## src/rtl/hs_arbiter.sv

```systemverilog
// hs_arbiter: round-robin arbiter sharing one 4-phase req/ack receiver link
// among N senders. The winner keeps the grant for one full handshake
// (FWD -> ACKD -> REL). An optional watchdog abandons a grant when the
// receiver never acknowledges. The winner's data is captured at grant time,
// so rx_data does not depend combinationally on the sender inputs.

`ifndef WIDTH
`define WIDTH 8
`endif

module hs_arbiter #(
    parameter int N  = 4,
    parameter int DW = `WIDTH,
    parameter int TO = 16
) (
    input  logic                    clk,
    input  logic                    rst,
    input  logic                    en,
    input  logic [N-1:0]            src_req,
    input  logic [N*DW-1:0]         src_data,
    output logic [N-1:0]            src_ack,
    output logic                    rx_req,
    output logic [DW-1:0]           rx_data,
    input  logic                    rx_ack,
    output logic                    rx_en,
    output logic [$clog2(N)-1:0]    grant_id,
    output logic                    busy,
    output logic                    done,
    output logic                    err
);

    localparam int IW = $clog2(N);
    // Watchdog counter must hold values up to TO-1; keep at least one bit.
    localparam int WW = (TO < 2) ? 1 : $clog2(TO + 1);

    typedef enum logic [1:0] {
        IDLE = 2'd0,
        FWD  = 2'd1,
        ACKD = 2'd2,
        REL  = 2'd3
    } state_t;

    state_t          state_r, state_s;
    logic [IW-1:0]   grant_id_r, grant_s;
    logic [IW-1:0]   ptr_r, ptr_s;
    logic [WW-1:0]   wdog_r, wdog_s;
    logic [DW-1:0]   data_r, data_s;
    logic            done_r, done_s;
    logic            err_r, err_s;
    logic [IW-1:0]   pick_s;
    logic            timeout_s;

    // First requester at or after ptr, searched cyclically.
    function automatic logic [IW-1:0] rr_pick(input logic [N-1:0] req,
                                              input logic [IW-1:0] ptr);
        logic [IW-1:0] pick;
        logic          found;
        int            idx;
        pick  = ptr;
        found = 1'b0;
        for (int i = 0; i < N; i++) begin
            idx = (int'(ptr) + i) % N;
            if (!found && req[idx]) begin
                pick  = IW'(idx);
                found = 1'b1;
            end
        end
        return pick;
    endfunction

    // Index after id, wrapping N-1 back to 0 (N need not be a power of two).
    function automatic logic [IW-1:0] next_idx(input logic [IW-1:0] id);
        if (int'(id) == N - 1) begin
            return '0;
        end else begin
            return id + IW'(1);
        end
    endfunction

    // Round-robin selection and watchdog expiry decode.
    always_comb begin
        pick_s = rr_pick(src_req, ptr_r);
        if (TO != 0) begin
            timeout_s = (wdog_r == WW'(TO - 1));
        end else begin
            timeout_s = 1'b0;
        end
    end

    // Next-state logic: handshake sequencing, pointer rotation, watchdog.
    always_comb begin
        state_s = state_r;
        grant_s = grant_id_r;
        ptr_s   = ptr_r;
        wdog_s  = wdog_r;
        data_s  = data_r;
        done_s  = 1'b0;
        err_s   = 1'b0;
        case (state_r)
            IDLE: begin
                wdog_s = '0;
                if (en && (|src_req)) begin
                    grant_s = pick_s;
                    data_s  = src_data[pick_s*DW +: DW];
                    state_s = FWD;
                end else begin
                    state_s = IDLE;
                end
            end
            FWD: begin
                if (rx_ack) begin
                    state_s = ACKD;
                end else if (timeout_s) begin
                    // Abandon the grant; the sender stays unacked and may win later.
                    err_s   = 1'b1;
                    ptr_s   = next_idx(grant_id_r);
                    wdog_s  = '0;
                    state_s = IDLE;
                end else if (TO != 0) begin
                    wdog_s  = wdog_r + WW'(1);
                end else begin
                    wdog_s  = wdog_r;
                end
            end
            ACKD: begin
                if (!src_req[grant_id_r]) begin
                    state_s = REL;
                end else begin
                    state_s = ACKD;
                end
            end
            REL: begin
                if (!rx_ack) begin
                    done_s  = 1'b1;
                    ptr_s   = next_idx(grant_id_r);
                    wdog_s  = '0;
                    state_s = IDLE;
                end else begin
                    state_s = REL;
                end
            end
            default: begin
                state_s = IDLE;
            end
        endcase
    end

    // State and status registers with synchronous active-low reset.
    always_ff @(posedge clk) begin
        if (!rst) begin
            state_r    <= IDLE;
            grant_id_r <= '0;
            ptr_r      <= '0;
            wdog_r     <= '0;
            data_r     <= '0;
            done_r     <= 1'b0;
            err_r      <= 1'b0;
        end else begin
            state_r    <= state_s;
            grant_id_r <= grant_s;
            ptr_r      <= ptr_s;
            wdog_r     <= wdog_s;
            data_r     <= data_s;
            done_r     <= done_s;
            err_r      <= err_s;
        end
    end

    // Output decode from registered state only.
    always_comb begin
        src_ack = '0;
        rx_req  = 1'b0;
        rx_data = '0;
        case (state_r)
            IDLE: begin
                rx_req  = 1'b0;
            end
            FWD: begin
                rx_req  = 1'b1;
                rx_data = data_r;
            end
            ACKD: begin
                rx_req              = 1'b1;
                rx_data             = data_r;
                src_ack[grant_id_r] = 1'b1;
            end
            REL: begin
                src_ack[grant_id_r] = 1'b1;
            end
            default: begin
                rx_req  = 1'b0;
            end
        endcase
    end

    assign busy     = (state_r != IDLE);
    assign done     = done_r;
    assign err      = err_r;
    assign grant_id = grant_id_r;
    assign rx_en    = en;

endmodule

```

## config.mk

```make
export PLATFORM = sky130hd
export DESIGN_NAME = hs_arbiter
export DESIGN_NICKNAME = d
export VERILOG_FILES = /design/src/rtl/hs_arbiter.sv
export SDC_FILE = /design/constraint.sdc
export NUM_CORES = 1
export LEC_CHECK = 0
export CAP_MARGIN = 10
export CORE_MARGIN = 2
export CORE_UTILIZATION = 44
export CTS_CLUSTER_SIZE = 20
export DETAILED_ROUTE_END_ITERATION = 7
export PLACE_DENSITY = 0.88
export SLEW_MARGIN = 20
export SYNTH_ARGS = -nofsm -noshare
export SYNTH_HDL_FRONTEND = slang
export SYNTH_SLANG_ARGS = --single-unit
export TNS_END_PERCENT = 10
```

## constraint.sdc

```tcl
create_clock -name clk -period 2.1 [get_ports clk]
set_input_delay 0.21 -clock clk [delete_from_list [all_inputs] [get_ports clk]]
set_output_delay 0.21 -clock clk [all_outputs]
set_load 0.02 [all_outputs]
```

Word-level counts from Yosys, hierarchy flattened
Cells that the tools add are included.

word-level totals
  bits in registers = 21
  input port bits = 40
  output and inout port bits = 19
  word-level logic and storage cells = 97

operators by class
  $add $sub $neg = 5
  order comparisons = 6
  equal/unequal tests = 9
  shift operators = 1
  multiplexer cells = 41
  bitwise operators = 5
  reductions and logical operators = 23

operators by type and width
  operator                                                     count
  variable part select 32 x 6 -> 8 bit                         1
  two-way mux 2 bit                                            10
  two-way mux 1 bit                                            17
  two-way mux 5 bit                                            3
  case mux 5 bit (3 select lines)                              1
  less-than comparator 3 x 4 -> 1 bit (second input constant)  3
  binary-select mux 1 bit (select 2 bit)                       5
  OR reduction 2 bit                                           5
  two-way mux 8 bit                                            1
  case mux 2 bit (4 select lines)                              1
  less-than comparator 2 x 3 -> 1 bit (second input constant)  2
  != test 2 bit (second input constant)                        3
  adder 5 x 1 -> 5 bit (second input constant)                 1
  == test 5 x 4 -> 1 bit (second input constant)               1
  logical AND 1 bit                                            5
  adder 2 x 1 -> 2 bit (second input constant)                 2
  adder 2 bit (second input constant)                          2
  == test 2 x 1 -> 1 bit (second input constant)               2
  == test 2 bit (second input constant)                        2
  two-way mux 4 bit                                            1
  case mux 2 bit (2 select lines)                              1
  AND reduction 2 bit                                          2
  AND reduction 4 bit                                          1
  nonzero test 2 bit                                           2
  11 further kinds                                             16

Depth between registers and ports, before layout
Gate-level depths: netlist (run 1).

  word-level depth = 15
  depth in mapped cells = 7
  gate-level depth less buffers = 6

Worst setup path after synthesis (run 1)
Ideal clock, no wire load.

  path kind = reg-to-reg
  from = register wdog_r[0]
  to = register ptr_r[0]
  library setup time = 0.116 ns
  data arrival time = 1.393 ns
  data required time = 1.984 ns
  slack = 0.591 ns
  stages on the path, launching flop included = 7
  path buffers = 0
  cells stage by stage = dfxtp_1 ha_1 nand3_1 o21a_1 a211oi_2 mux2i_1 nor2b_1

on the way
  cells in the longest elaborated chain, start to end = 3

ends and longest elaborated chain
  item                                  RTL line  RTL
  start: declaration                    46        logic [WW-1:0] wdog_r, wdog_s;
  start signal: assignment              162       wdog_r <= wdog_s;
  == test 5 x 4 -> 1 bit                84        timeout_s = (wdog_r == WW'(TO - 1));
  != test 2 bit (no source line)        -
  AND reduction 4 bit (no source line)  -
  end signal: assignment                161       ptr_r <= ptr_s;
  end: declaration                      45        logic [IW-1:0] ptr_r, ptr_s;

Every way passes these cells.
A chain may end at the register's enable or synchronous reset.

==> impl_metrics.ini, run 1 <==
[sta]
finalCritPeriodShare = 0.9440
setup_violations = 0
fin_tns_setup_ns = 0
rsz0062_at_grt = no
fmax_ghz = 0.5044
maxSlewHeadroom = 0.7951
fin_crit_ns = 1.982
hold_viol = 0
final-max-slew-violation-count = 0
skew_ns = 0.008128
worstMarginPinSlew_ns = 0.3074

[cells_and_area]
nets = 285
fill_cells = 272
diodes = 0
drive_gt1_frac = 0.1667
stdcell_area_um2 = 2301
layout.cells.non_filler = 280
areaGrowthSynthToFinish_pct = 45.84

[routing]
drtIter0Drc = 100
routedWlPerCell_um = 13.77
ant_nets = 0
via_count = 1489
drt_wl_total_um = 3855
drc_errors = 0
dr.pass1.iters = 4
avgViaCountPerCell = 5.318

[placed_design]
dpl.cell_count = 276
dp_hpwl_um = 3092
placed_cell_area_um2 = 2267
port_buffers = 58
place_congestion = 0.7366

[synthesis]
ys_warn_count = 0
ys_seq_elements = 21
synth_top_family_by_area = compound AO/OA/AOI/OAI gates
synth_xor_xnor_area_share = 0
ys_types = 38
syn_area_per_cell_um2 = 9.391
synth.area.mux_share = 0.09040
seq_area_frac_synth = 0.2665
synth_compound_gate_area_share = 0.2990
synthSimpleGateAreaFrac = 0.2078
synthAdderAreaFrac = 0.07930
synthArstFlopShare = 0
synth_edf_count = 0
synthCells = 168
syn_area_um2 = 1578
synth_nets = 218
dominantRegCellSynth = dfxtp_1

[global_routing]
grt_usage = 0.1985
grt_max_degree = 15
grt_pass1_vias = 1435
antenna_found_initial = 0
grt_pass1_wl_um = 6423
grt_overflow = 0

[power_and_ir_drop]
power.leakage_nw = 0.9286
ir_worst_vdd_uv = 271.7
total_power_mw = 1.240
p_per_area_nw_per_um2 = 539.0

[min_path]
min_path_type = reg -> reg
holdPathEnd = err
hold_depth = 1
hold_start = wdog_r[4]

[setup_path]
path_class = reg -> out
max_stage_delay_ns = 0.42
critPathRequiredTime_ns = 1.89
worst-path-buf-inv = 2
rr_startpoint = wdog_r[0]
cp-end-kind = output port
reg2reg_slack_ns = 0.37
path_max_fanout = 9
timing.rr.end = ptr_r[1]
cp_data_arrival_time_ns = 1.77
ff2ff_path_depth = 6
start_kind = register
crit_family = buffers and inverters
cp_slowest_cell = dfxtp_1
crit_chain = inv_1 -> ha_2 -> and2_1 -> dlygate4sd2_1

[die]
rows = 21
core_area_um2 = 3390
pin_count = 59
dieArea_um2 = 4081
die-height_um = 63.88
dieWidth_um = 63.88
start_util = 0.4655

[clock_network]
cts.sinks = 21
cts_buffer_depth = 2
cts_tree = yes
cts_buffers = 3
ctsHoldBuffers = 0
clk_latency_ns = 0.32
clk_pin_slew_ns = 0.13
post-cts-setup-buffers = 0
htree_levels = 1
clockRootBuffer = clkbuf_4

[job]
max_cap_violations = 0

[outcome]
status = finished, final reports clean
==> routing by layer <==
metal / GRT usage / part of all wire
met5: 0 / 0
met2: 0.3451 / 0.49
met1: 0.2416 / 0.43
met4: 0.04891 / 0.011
met3: 0.05282 / 0.068
==> how the worst max path moves through the flow <==
stage | start | endpoint | slack (ns) | cells after the start
final | register | rx_data[2] | 0.12 | 4
after global routing | register | rx_data[2] | 0.005 | 4
after CTS | state_r[0] | src_ack[0] | 0.003 | 5
after detailed placement | src_req[0] | data_r[5] | 0.12 | 7
after global placement | src_req[2] | data_r[2] | 0.13 | 6
after floorplan | wdog_r[0] | ptr_r[0] | 0.59 | 6
==> registers in the layout, indices dropped and copies added (netlist names), named ones only <==
signal / flops
ptr_r: 2
state_r: 1
wdog_r: 5
grant_id: 2
err: 1
data_r: 8
done: 1
==> cell usage after synthesis, types with 7 or more instances <==
cell,n,area (µm²)
dfxtp_1,21,420.4
and2_1,14,87.58
mux2i_1,12,120.1
a21boi_0,11,82.58
a21oi_1,11,55.05
inv_1,11,41.29
ha_1,10,125.1
nand2_1,9,33.78
nor2b_1,8,50.05
a221oi_2,7,105.1
o22ai_2,7,87.58
==> cells in the final DEF, fill, tap and decap left out, types with 2 or more instances in the layout <==
cell and n:
clkdlybuf4s50_1 45, dfxtp_1 21, and2_1 14, mux2i_1 12, inv_1 11, a21oi_1 11, a21boi_0 11, nand2_1 9
ha_1 9, dlygate4sd2_1 9, nor2b_1 8, buf_4 8, a221oi_2 7, o22ai_2 7, nand2b_1 5, nor2_1 4
nand3_1 4, dlymetal6s2s_1 4, o21a_1 3, clkbuf_4 3, nand2_2 2, or3_1 2, o21ai_0 2, o21ai_1 2
buf_12 2
==> cell families after synthesis <==
logic type	count (synthesis)
AO/OA/AOI/OAI	52
adder cells (fa/ha/maj)	10
buffers and inverters	17
flip-flops	21
multiplexers	13
AND/OR/NAND/NOR	55
==> final cells by class <==
cell class                 instances  area [µm²]  area share
sequential                        21       420.4      0.1827
timing repair buffer              68       679.4      0.2953
inverter                          11       41.29     0.01794
clock buffer                       3       22.52    0.009788
multi-input combinational        130        1072      0.4660
tap                               46       57.56     0.02501
clock inverter                     1       7.507    0.003263
==> report_power, final <==
group	leakage, nW	internal (mW)	switching [mW]
logic	0.744	0.280	0.272
clock network	0.0139	0.0728	0.144
registers	0.171	0.433	0.0380
==> timing repair <==
action | CTS | global route
pin swaps | 0 | 0
resized for setup | 11 | 4
endpoints found under the setup margin | 13 | 4
cloned | 0 | 0
==> metrics by stage <==
step	hold WS (ns)	utilization	setup WS [ns]
floorplan	0.3615	-	0.5913
finish	0.4729	0.6788	0.1175
detailed placement	0.4526	0.6689	0.1207
global placement	0.4365	0.6689	0.1350
CTS	0.4708	0.6759	0.003369
global route	0.4982	0.6788	0.005458
Power figures use the tool's default switching activity.
==> run 2, diff against run 1 <==
Settings changed: SLEW_MARGIN 20 to 0.
==> results of run 2 <==
No change in the layout: final DEF, timing and power equal those of run 1.
==> run 3, diff against run 2 <==
Settings changed: CAP_MARGIN 10 to 20.
==> results of run 3 <==
No change in the layout: final DEF, timing and power equal those of run 1.
